===== src/rtl/byte_serial_wide_adder.sv =====
// byte_serial_wide_adder: N-byte add over a byte stream, carry chained per beat.
// Ports: in_* beat + valid/ready, out_* registered result beat, busy, err_sticky.
module byte_serial_wide_adder #(
  parameter int NBYTES = 4,
  parameter int IDXW   = (NBYTES > 1) ? $clog2(NBYTES) : 1
) (
  input  logic            clk,
  input  logic            rst,
  input  logic            in_valid,
  output logic            in_ready,
  input  logic [7:0]      in_a,
  input  logic [7:0]      in_b,
  input  logic            in_cin,
  input  logic            in_last,
  output logic            out_valid,
  input  logic            out_ready,
  output logic [7:0]      out_sum,
  output logic [IDXW-1:0] out_idx,
  output logic            out_last,
  output logic            out_cout,
  output logic            out_err,
  output logic            busy,
  output logic            err_sticky
);

  localparam logic [IDXW-1:0] LAST_IDX = IDXW'(NBYTES - 1);

  typedef enum logic {
    S_IDLE  = 1'b0,
    S_ACCUM = 1'b1
  } state_t;

  state_t          r_state;
  state_t          w_state_nxt;

  logic [IDXW-1:0] r_cnt;
  logic            r_carry;
  logic            r_out_valid;
  logic [7:0]      r_out_sum;
  logic [IDXW-1:0] r_out_idx;
  logic            r_out_last;
  logic            r_out_cout;
  logic            r_out_err;
  logic            r_err_sticky;

  logic            w_accept;
  logic            w_is_last;
  logic            w_cy;
  logic            w_err;
  logic [8:0]      w_res;

  // single output register: refill allowed whenever it drains this cycle
  assign in_ready  = !r_out_valid || out_ready;
  assign w_accept  = in_valid && in_ready;
  assign w_is_last = (r_cnt == LAST_IDX);
  // beat 0 always takes the word carry-in, so no carry crosses words
  assign w_cy      = (r_cnt == '0) ? in_cin : r_carry;
  assign w_res     = {1'b0, in_a} + {1'b0, in_b} + {8'b0, w_cy};
  assign w_err     = (in_last != w_is_last);

  always_ff @(posedge clk) begin
    if (rst) begin
      r_cnt        <= '0;
      r_carry      <= 1'b0;
      r_out_valid  <= 1'b0;
      r_out_sum    <= '0;
      r_out_idx    <= '0;
      r_out_last   <= 1'b0;
      r_out_cout   <= 1'b0;
      r_out_err    <= 1'b0;
      r_err_sticky <= 1'b0;
    end else if (w_accept) begin
      r_cnt        <= w_is_last ? '0 : r_cnt + 1'b1;
      r_carry      <= w_res[8];
      r_out_valid  <= 1'b1;
      r_out_sum    <= w_res[7:0];
      r_out_idx    <= r_cnt;
      r_out_last   <= w_is_last;
      r_out_cout   <= w_is_last & w_res[8];
      r_out_err    <= w_err;
      r_err_sticky <= r_err_sticky | w_err;
    end else if (out_ready) begin
      r_out_valid  <= 1'b0;
    end
  end

  always_ff @(posedge clk) begin
    if (rst) r_state <= S_IDLE;
    else     r_state <= w_state_nxt;
  end

  always_comb begin
    w_state_nxt = r_state;
    unique case (r_state)
      S_IDLE: begin
        if (w_accept && (NBYTES > 1)) w_state_nxt = S_ACCUM;
      end
      S_ACCUM: begin
        if (w_accept && w_is_last) w_state_nxt = S_IDLE;
      end
      default: w_state_nxt = S_IDLE;
    endcase
  end

  always_comb begin
    busy = (r_state == S_ACCUM);
  end

  assign out_valid  = r_out_valid;
  assign out_sum    = r_out_sum;
  assign out_idx    = r_out_idx;
  assign out_last   = r_out_last;
  assign out_cout   = r_out_cout;
  assign out_err    = r_out_err;
  assign err_sticky = r_err_sticky;

endmodule


===== config.mk =====
export PLATFORM = sky130hd
export DESIGN_NAME = byte_serial_wide_adder
export DESIGN_NICKNAME = d
export VERILOG_FILES = /design/src/rtl/byte_serial_wide_adder.sv
export SDC_FILE = /design/constraint.sdc
export NUM_CORES = 1
export LEC_CHECK = 0
export CAP_MARGIN = 15
export CORE_ASPECT_RATIO = 0.75
export CORE_MARGIN = 5
export CORE_UTILIZATION = 30
export CTS_CLUSTER_SIZE = 28
export DETAILED_ROUTE_END_ITERATION = 10
export PLACE_DENSITY = 0.58
export SYNTH_ARGS = -nofsm -noshare
export SYNTH_HDL_FRONTEND = slang
export SYNTH_SLANG_ARGS = --single-unit

===== constraint.sdc =====
create_clock -name clk -period 2.2 [get_ports clk]
set_input_delay 0.22 -clock clk [delete_from_list [all_inputs] [get_ports clk]]
set_output_delay 0.22 -clock clk [all_outputs]
set_load 0.01 [all_outputs]

* After elaboration in Yosys (flattened, before gate mapping) *
Index checks and enable logic that the tools add are counted.

word-level totals
  output and inout bits = 17
  flip-flop bits (word level) = 19

operators by class
  bitwise operators = 3
  add/sub/neg operators = 3
  eq/ne operators = 2
  reduce and logical (&&, ||, !) cells = 6
  multiplexer cells = 7

operators by type and width
  cell                                                           number
  8-bit by 8-bit adder with 9-bit output                         1
  9-bit by 1-bit adder with 9-bit output                         1
  1-bit 2-to-1 mux                                               5
  2-bit by 1-bit adder with 2-bit output, second input constant  1
  2-bit == test, second input constant                           1
  1-bit logical AND                                              2
  2-bit zero test                                                1
  2-bit 2-to-1 mux                                               1
  1-bit case mux with 2 select lines                             1
  2-bit nonzero test                                             1
  1-bit AND                                                      1
  1-bit zero test                                                1
  1-bit logical OR                                               1
  1-bit inequality test                                          1
  1-bit NOT                                                      1
  1-bit OR                                                       1

* Logic depth before layout (Yosys ltp) *
Gate-level depths: netlist of the first run.

  word-level depth = 6
  mapped depth = 10

* Worst setup path after synthesis of the first run *
OpenSTA, ideal clock, no wires.

  kind = register -> register
  start = reg r_cnt[0]
  end = reg r_out_sum[6], in the netlist out_sum[6]
  setup time = 0.114 ns
  buffers on the path = 0
  stages on the path, launching flop included = 11
  arrival = 2.162 ns
  period minus slack after synthesis = 2.276 ns
  data required time = 2.086 ns
  slack = -0.076 ns
  cells stage by stage = dfxtp_1 inv_1 ha_1 mux2i_1 fa_1 fa_1 and2b_1 nor3_1 o21ai_2 xor2_1 a21o_1

between the ends
  cells in the longest elaborated chain, start to end = 3

RTL lines
  item                                    line  RTL
  from (decl)                             36    logic [IDXW-1:0] r_cnt;
  from (signal assigned)                  73    r_cnt <= w_is_last ? '0 : r_cnt + 1'b1;
  2-bit zero test                         57    assign w_cy = (r_cnt == '0) ? in_cin : r_carry;
  1-bit 2-to-1 mux                        57
  9-bit by 1-bit adder with 9-bit output  58    assign w_res = {1'b0, in_a} + {1'b0, in_b} + {8'b0, w_cy};
  to (signal assigned)                    76    r_out_sum <= w_res[7:0];
  to (decl)                               39    logic [7:0] r_out_sum;

Every way passes these cells.
A chain may end at the register's enable or synchronous reset.

* Final worst setup path of the first run *
  start = reg r_cnt[0]
  end = reg r_out_cout, in the netlist out_cout

between the ends
  cells in the longest elaborated chain, start to end = 4
  elaborated cells between the ends (all ways) = 5
  classes of those cells = 1 x add/sub; 1 x eq/ne; 1 x mux; 1 x bitwise; 1 x reduce/logical

RTL lines
  item                                    line  RTL
  2-bit zero test                         57
  1-bit 2-to-1 mux                        57
  9-bit by 1-bit adder with 9-bit output  58
  1-bit AND *                             79    r_out_cout <= w_is_last & w_res[8];
  to (signal assigned)                    79
  to (decl)                               42    logic r_out_cout;

Mark *: on every way between the ends. The rest lies on a longest branch, timed or not.

==> results_tabular.tex, run 1 <==
\begin{tabular}{lr}
\hline
Metric & Value \\
\hline
\multicolumn{2}{l}{\textbf{Status}} \\
\quad Status & finished with violations \\
\quad Violated checks & setup timing \\
\multicolumn{2}{l}{\textbf{Clock tree}} \\
\quad TritonCTS clock tree & done \\
\quad Hold buffer count at CTS & 0 \\
\quad Clock edge transition at the registers on the reported setup and hold paths & 70 ps \\
\quad CTS max path bufs & 2 \\
\quad Clk Latency, worst-skew pair & 250 ps \\
\quad Buffer cell driving the clock tree root & sky130\_fd\_sc\_hd\_\_clkbuf\_8 \\
\quad Clock H-tree levels & 1 \\
\quad Clock sink count & 19 \\
\quad Number of buffers added by the clock tree synthesis step & 3 \\
\multicolumn{2}{l}{\textbf{Critical path}} \\
\quad Peak per-stage delay on the critical path & 350 ps \\
\quad Startpoint class of the critical path & flip-flop \\
\quad Startpoint of the lowest-slack register-to-register path & r\_cnt[0] \\
\quad Launching instance or port of the critical path & r\_cnt[0] \\
\quad CP delay by family, top & adder cells \\
\quad Crit-path most repeated cell & sky130\_fd\_sc\_hd\_\_fa\_2 \\
\quad Worst path arrival time & 2380 ps \\
\quad Critical path type & flip-flop to flip-flop \\
\quad Cell with the biggest individual delay on the critical path & sky130\_fd\_sc\_hd\_\_fa\_2 \\
\quad Required time worst endpoint & 2380 ps \\
\quad Crit Path Max Fanout & 3 \\
\quad Cell-by-cell listing of the critical path & inv\_2 -> ha\_4 -> mux2i\_2 -> fa\_2 -> fa\_2 -> and2b\_2 -> nor3\_2 -> o21ai\_2 -> o311ai\_2 -> a21oi\_1 \\
\quad Buffering stage count on the worst path with inverters included & 1 \\
\quad Crit end category & flip-flop \\
\multicolumn{2}{l}{\textbf{Route}} \\
\quad TritonRoute pass-1 iters & 4 \\
\quad Total length of routed wires & 2820 um \\
\quad Count of unresolved DRC violations after routing & 0 \\
\quad Avg Vias per Cell & 4.88 \\
\quad Average wire per cell in the routed design & 13.6 um \\
\quad Total number of vias & 1016 \\
\quad Initial drt markers & 27 \\
\quad Post-DRT Antenna Nets & 0 \\
\multicolumn{2}{l}{\textbf{Yosys}} \\
\quad Number of flops mapped to enable cells by yosys & 0 \\
\quad Flip-flop and latch count after synthesis & 19 \\
\quad Area contributors post-synth & sky130\_fd\_sc\_hd\_\_dfxtp\_1, sky130\_fd\_sc\_hd\_\_ha\_1, sky130\_fd\_sc\_hd\_\_a21oi\_1, sky130\_fd\_sc\_hd\_\_nand2\_1, sky130\_fd\_sc\_hd\_\_nor2\_1 \\
\quad Mapped Cells & 127 \\
\quad Main synth FF type & sky130\_fd\_sc\_hd\_\_dfxtp\_1 \\
\quad Fraction of synthesized cell area taken by the top area cell type & 35.6\% \\
\quad Post-synthesis area per instance & 8.42 um\^{}2 \\
\quad Sequential-to-total area share from yosys stat & 35.6\% \\
\quad Share of flip-flops with an asynchronous set or reset & 0\% \\
\quad Total nets after synthesis & 160 \\
\quad Number of warnings issued by yosys & 0 \\
\quad Dominant cell type by area after synthesis & sky130\_fd\_sc\_hd\_\_dfxtp\_1 \\
\quad Netlist area before placement & 0.00107 mm\^{}2 \\
\quad Cell types with the highest counts after synthesis & sky130\_fd\_sc\_hd\_\_a21oi\_1, sky130\_fd\_sc\_hd\_\_dfxtp\_1, sky130\_fd\_sc\_hd\_\_nand2\_1 \\
\quad Synth unique cells & 35 \\
\multicolumn{2}{l}{\textbf{Timing}} \\
\quad Total of endpoints with negative setup slack in the final report & 2 \\
\quad Period minus WS final & 2200 ps \\
\quad Worst rel slew slack & 61.4\% \\
\quad Post-route clock period utilization & 100\% \\
\quad Actual transition at the worst max-transition pin & 578 ps \\
\quad Fmax & 454 MHz \\
\quad Final worst slack & -2.17 ps \\
\quad Worst-case clock skew & 5.45 ps \\
\quad Max-slew violation count & 0 \\
\quad RSZ-0062 raised after global routing & true \\
\quad Hold Fails Final Rpt & 0 \\
\multicolumn{2}{l}{\textbf{GRT}} \\
\quad Number of global-route vias before repair & 997 \\
\quad Aggregate global-route resource usage & 12.4\% \\
\quad Maximum number of pins on one net before global-route repair & 22 \\
\quad Remaining global-route overflow & 0 \\
\quad Global-route wire length before repair & 4620 um \\
\quad Antenna violations before repair & 0 \\
\multicolumn{2}{l}{\textbf{Layout}} \\
\quad Number of nets in the layout & 202 \\
\quad Share of final-layout standard cells stronger than drive strength 1 & 13.1\% \\
\quad Growth of design area from synthesis to finish & 47.1\% \\
\quad Fin util & 46.9\% \\
\quad Diodes inserted & 0 \\
\multicolumn{2}{l}{\textbf{Worst hold path}} \\
\quad Type of the tightest min-delay check & flip-flop to flip-flop \\
\quad Worst Min Path Start & out\_idx[1] \\
\multicolumn{2}{l}{\textbf{Die}} \\
\quad Die height & 61.7 um \\
\quad Horizontal extent of the die & 79.0 um \\
\quad Total Die Area & 0.00487 mm\^{}2 \\
\quad Starting density of the core & 31.9\% \\
\quad IO Pins & 39 \\
\quad Core area & 0.00336 mm\^{}2 \\
\quad Number of core rows & 18 \\
\multicolumn{2}{l}{\textbf{Place}} \\
\quad DP Wirelength & 2110 um \\
\quad Final weighted congestion in routability-driven placement & 0.896 \\
\quad PortBufs & 38 \\
\quad Setup Slack @ Placement & -135 ps \\
\multicolumn{2}{l}{\textbf{Power and ir drop}} \\
\quad Power consumption & 0.890 mW \\
\quad Worst vdd ir & 0.357 mV \\
\quad Pleak & 0.628 nW \\
\quad Areal power density over the cells & 566 mW/mm\^{}2 \\
\multicolumn{2}{l}{\textbf{Job}} \\
\quad Maxcap violations & 0 \\
\hline
\end{tabular}
## final timing paths
check                             endpoint  slack, ps  cells past startpoint
worst max-delay path              out_cout         -2                     10
worst max register to register    out_cout         -2                     10
worst min-delay path            out_idx[1]        460                      2
worst min register to register  out_idx[1]        460                      2
## through the flow
| step | instances | cell area (um^2) | hold WS (ps) | TNS, ps |
|---|---|---|---|---|
| after detailed placement | 203 | 1490 | 446 | -444 |
| after global placement | 203 | 1490 | 446 | -305 |
| after global routing | 208 | 1570 | 478 | -316 |
| after CTS | 208 | 1570 | 459 | -89.6 |
| after floorplan | 127 | 1070 | 349 | 0 |
| final | 208 | 1570 | 455 | -2.28 |
## registers in the layout, indices dropped and copies added (netlist names)
signal and count:
busy 1, r_cnt 2, out_cout 1, r_carry 1, out_last 1, out_sum 8, out_idx 2, out_err 1
out_valid 1, err_sticky 1
## report_power, final
part	internal (mW)	switching, mW
Sequential	0.371	0.0142
Clock	0.129	0.109
Combinational	0.145	0.123
## area by class of cell
class | count | area (um^2)
clock buffers | 4 | 45.0
multi-input cells | 95 | 656
repair buffers | 42 | 410
well taps | 40 | 50.0
fillers | 329 | 1780
inverters | 8 | 30.0
flip-flops and latches | 19 | 383
## routing by layer
metal | up-vias | part of all wire, % | track usage [%]
li1 | 515 | - | -
met1 | 464 | 48 | 15.7
met2 | 33 | 43 | 19.7
met3 | 4 | 7.8 | 5.04
met4 | 0 | 1.3 | 3.68
met5 | - | 0 | 0
## worst min-delay path: stages, from the launching register on
cell,delay [ps]
sky130_fd_sc_hd__dfxtp_1,310
sky130_fd_sc_hd__nand2_1,50
sky130_fd_sc_hd__a21oi_1,50
## timing repair
item	4_1_cts	5_1_grt
endpoints found under the setup margin	4	5
gates resized for setup	8	2
buffers inserted	1	0
pin swaps	9	5
## layout by cell type, fill, tap and decap left out, drive strengths merged, types with 2 or more instances in the layout
cell type,Yosys,layout
a211oi,2,2
a21o,3,3
a21oi,19,19
buf,4,4
clkbuf,1,4
clkdlybuf4s50,0,38
dfxtp,19,19
fa,2,2
ha,9,9
inv,8,8
nand2,17,17
nand3,2,2
nand3b,3,3
nor2,12,12
nor3,4,4
nor3b,2,2
o21ai,5,5
xnor2,2,2
xor2,2,2
## cells by family (layout without fill, tap and decap cells)
group	Yosys count	after routing	synth area share (%)
mux	1	1	0.936
flops	19	19	35.6
xor+xnor	4	4	3.28
compound gates	33	33	18.1
fa+ha+maj	11	11	14.3
buf+inv	13	54	6.43
simple gates	46	46	21.4
Power figures use the tool's default switching activity.
==> run 2: changes to the inputs <==
--- a/config.mk
+++ b/config.mk
@@ -11,6 +11,7 @@
 export CORE_UTILIZATION = 30
 export CTS_CLUSTER_SIZE = 28
 export DETAILED_ROUTE_END_ITERATION = 10
+export GPL_ROUTABILITY_DRIVEN = 0
 export PLACE_DENSITY = 0.58
 export SYNTH_ARGS = -nofsm -noshare
 export SYNTH_HDL_FRONTEND = slang
==> results of run 2 <==
No change in the layout: final DEF, timing and power equal those of run 1.
==> run 3: changes to the inputs <==
--- a/config.mk
+++ b/config.mk
@@ -12,7 +12,7 @@
 export CTS_CLUSTER_SIZE = 28
 export DETAILED_ROUTE_END_ITERATION = 10
 export GPL_ROUTABILITY_DRIVEN = 0
-export PLACE_DENSITY = 0.58
+export PLACE_DENSITY = 0.56
 export SYNTH_ARGS = -nofsm -noshare
 export SYNTH_HDL_FRONTEND = slang
 export SYNTH_SLANG_ARGS = --single-unit
==> constraint.sdc (replaced) <==
create_clock -name clk -period 2.5 [get_ports clk]
set_input_delay 0.25 -clock clk [delete_from_list [all_inputs] [get_ports clk]]
set_output_delay 0.25 -clock clk [all_outputs]
set_load 0.01 [all_outputs]
==> run 3 against run 2 <==
Clock skew shrank 2.3 ps. Via count shrank 3.4%. The flow now finishes without violations. Critical path depth is the same. Worst hold slack is essentially flat. Register-to-register slack gained 230 ps. Cell count shrank 0.96%. Sequential share of layout area grew 0.70 points. Critical path type unchanged.
==> results_tabular.tex, run 3 (same netlist as run 1, synthesis figures left out) <==
\begin{tabular}{lr}
\hline
Metric & Value \\
\hline
\multicolumn{2}{l}{\textbf{Timing}} \\
\quad Worst rel slew slack & 64.2\% \\
\quad Hold Fails Final Rpt & 0 \\
\quad Total of endpoints with negative setup slack in the final report & 0 \\
\quad RSZ-0062 raised after global routing & false \\
\quad Fmax & 440 MHz \\
\quad Final worst slack & 230 ps \\
\quad Max-slew violation count & 0 \\
\quad Actual transition at the worst max-transition pin & 537 ps \\
\quad Post-route clock period utilization & 90.8\% \\
\quad Final-layout worst hold slack & 456 ps \\
\quad Worst-case clock skew & 3.16 ps \\
\quad Sum Neg Setup Slack & 0 ps \\
\quad Period minus WS final & 2270 ps \\
\multicolumn{2}{l}{\textbf{GRT}} \\
\quad Maximum number of pins on one net before global-route repair & 22 \\
\quad Aggregate global-route resource usage & 11.5\% \\
\quad Global-route wire length before repair & 4330 um \\
\quad Remaining global-route overflow & 0 \\
\quad Antenna violations before repair & 0 \\
\quad Number of global-route vias before repair & 893 \\
\multicolumn{2}{l}{\textbf{Layout}} \\
\quad Share of final-layout standard cells stronger than drive strength 1 & 6.63\% \\
\quad Leading cell types in the layout, fill and taps excluded & sky130\_fd\_sc\_hd\_\_clkdlybuf4s50\_1, sky130\_fd\_sc\_hd\_\_a21oi\_1, sky130\_fd\_sc\_hd\_\_dfxtp\_1 \\
\quad Final Instance Count excl. Fillers & 206 \\
\quad Flip-flop count of the largest register after layout & 8 \\
\quad Most common cell after layout, fill and taps aside & sky130\_fd\_sc\_hd\_\_clkdlybuf4s50\_1 \\
\quad Number of nets in the layout & 200 \\
\quad Growth of design area from synthesis to finish & 42.6\% \\
\quad Diodes inserted & 0 \\
\quad Final instance area & 0.00153 mm\^{}2 \\
\multicolumn{2}{l}{\textbf{Worst hold path}} \\
\quad Type of the tightest min-delay check & flip-flop to flip-flop \\
\multicolumn{2}{l}{\textbf{Route}} \\
\quad Total length of routed wires & 2600 um \\
\quad Average wire per cell in the routed design & 12.6 um \\
\quad Initial drt markers & 56 \\
\quad Post-DRT Antenna Nets & 0 \\
\quad TritonRoute pass-1 iters & 4 \\
\quad Avg Vias per Cell & 4.76 \\
\quad Total number of vias & 981 \\
\quad Count of unresolved DRC violations after routing & 0 \\
\multicolumn{2}{l}{\textbf{Power and ir drop}} \\
\quad Worst vdd ir & 0.282 mV \\
\quad Areal power density over the cells & 504 mW/mm\^{}2 \\
\quad Pleak & 0.622 nW \\
\multicolumn{2}{l}{\textbf{Critical path}} \\
\quad Crit Path Max Fanout & 4 \\
\quad Worst path arrival time & 2420 ps \\
\quad Startpoint class of the critical path & flip-flop \\
\quad Required time worst endpoint & 2650 ps \\
\quad Crit end category & flip-flop \\
\quad Critical path type & flip-flop to flip-flop \\
\multicolumn{2}{l}{\textbf{Die}} \\
\quad Number of core rows & 18 \\
\quad Core area & 0.00336 mm\^{}2 \\
\quad IO Pins & 39 \\
\quad Horizontal extent of the die & 79.0 um \\
\quad Die height & 61.7 um \\
\quad Starting density of the core & 31.9\% \\
\quad Total Die Area & 0.00487 mm\^{}2 \\
\multicolumn{2}{l}{\textbf{Clock tree}} \\
\quad Clock sink count & 19 \\
\quad Clk Latency, worst-skew pair & 250 ps \\
\quad Clock H-tree levels & 1 \\
\quad Total setup buffers inserted after CTS & 0 \\
\quad Number of buffers added by the clock tree synthesis step & 3 \\
\quad Clock edge transition at the registers on the reported setup and hold paths & 70 ps \\
\quad Buffer cell driving the clock tree root & sky130\_fd\_sc\_hd\_\_clkbuf\_8 \\
\quad TritonCTS clock tree & done \\
\quad CTS max path bufs & 2 \\
\multicolumn{2}{l}{\textbf{Place}} \\
\quad DP Wirelength & 1990 um \\
\quad Setup Slack @ Placement & 45.3 ps \\
\quad Cell area after placement & 0.00148 mm\^{}2 \\
\quad PortBufs & 38 \\
\quad Cell Count Post-Placement & 202 \\
\multicolumn{2}{l}{\textbf{Job}} \\
\quad Maxcap violations & 0 \\
\multicolumn{2}{l}{\textbf{Status}} \\
\quad Status & complete, no violations \\
\hline
\end{tabular}
run 3: per-layer routing:
metal,part of all wire (%),vias to the layer above,track usage [%]
li1,-,514,-
met1,53,434,16.7
met3,6.5,0,4.18
met4,0,0,0.245
met2,41,33,17.3
met5,0,-,0
run 3: area by class of cell:
class                           instances  area (um^2)
Fill cell                             326         1830
Multi-Input combinational cell         95          623
Timing Repair Buffer                   40          395
Sequential cell                        19          382
Tap cell                               40         50.0
Clock buffer                            4         45.0
Inverter                                8         30.0
run 3: worst paths after layout:
check	startpoint	endpoint	slack (ps)	depth (start not counted)
worst min register to register	r_carry	r_carry	460	2
worst min-delay path	r_carry	r_carry	460	2
worst max register to register	r_cnt[1]	out_sum[6]	230	10
worst max-delay path	r_cnt[1]	out_sum[6]	230	10
run 3: metrics by stage:
step / util, % / power, mW
2_1_floorplan: - / 0.469
3_3_place_gp: 44.0 / 0.562
3_5_place_dp: 44.0 / 0.565
4_1_cts: 45.3 / 0.781
5_1_grt: 45.5 / 0.826
6_report: 45.5 / 0.769
run 3: critical path, cell delays in order (launching register included):
cell                      delay, ps
sky130_fd_sc_hd__dfxtp_2        350
sky130_fd_sc_hd__inv_1           40
sky130_fd_sc_hd__ha_1           190
sky130_fd_sc_hd__mux2i_1        150
sky130_fd_sc_hd__fa_2           360
sky130_fd_sc_hd__fa_1           380
sky130_fd_sc_hd__and2b_1        240
sky130_fd_sc_hd__nor3_1          60
sky130_fd_sc_hd__o21ai_2        170
sky130_fd_sc_hd__xor2_1          90
sky130_fd_sc_hd__a21o_1         150
run 3: power breakdown:
group          internal [mW]  total [mW]  switching (mW)
registers              0.326       0.338          0.0125
clock network          0.113       0.210          0.0974
logic                  0.119       0.220           0.101
total                  0.558       0.769           0.211
run 3: timing repair:
action                     4_1_cts  5_1_grt
gates resized for setup          0        2
hold endpoints to repair         0        0
setup endpoints to repair        0        4
hold buffers                     0        0
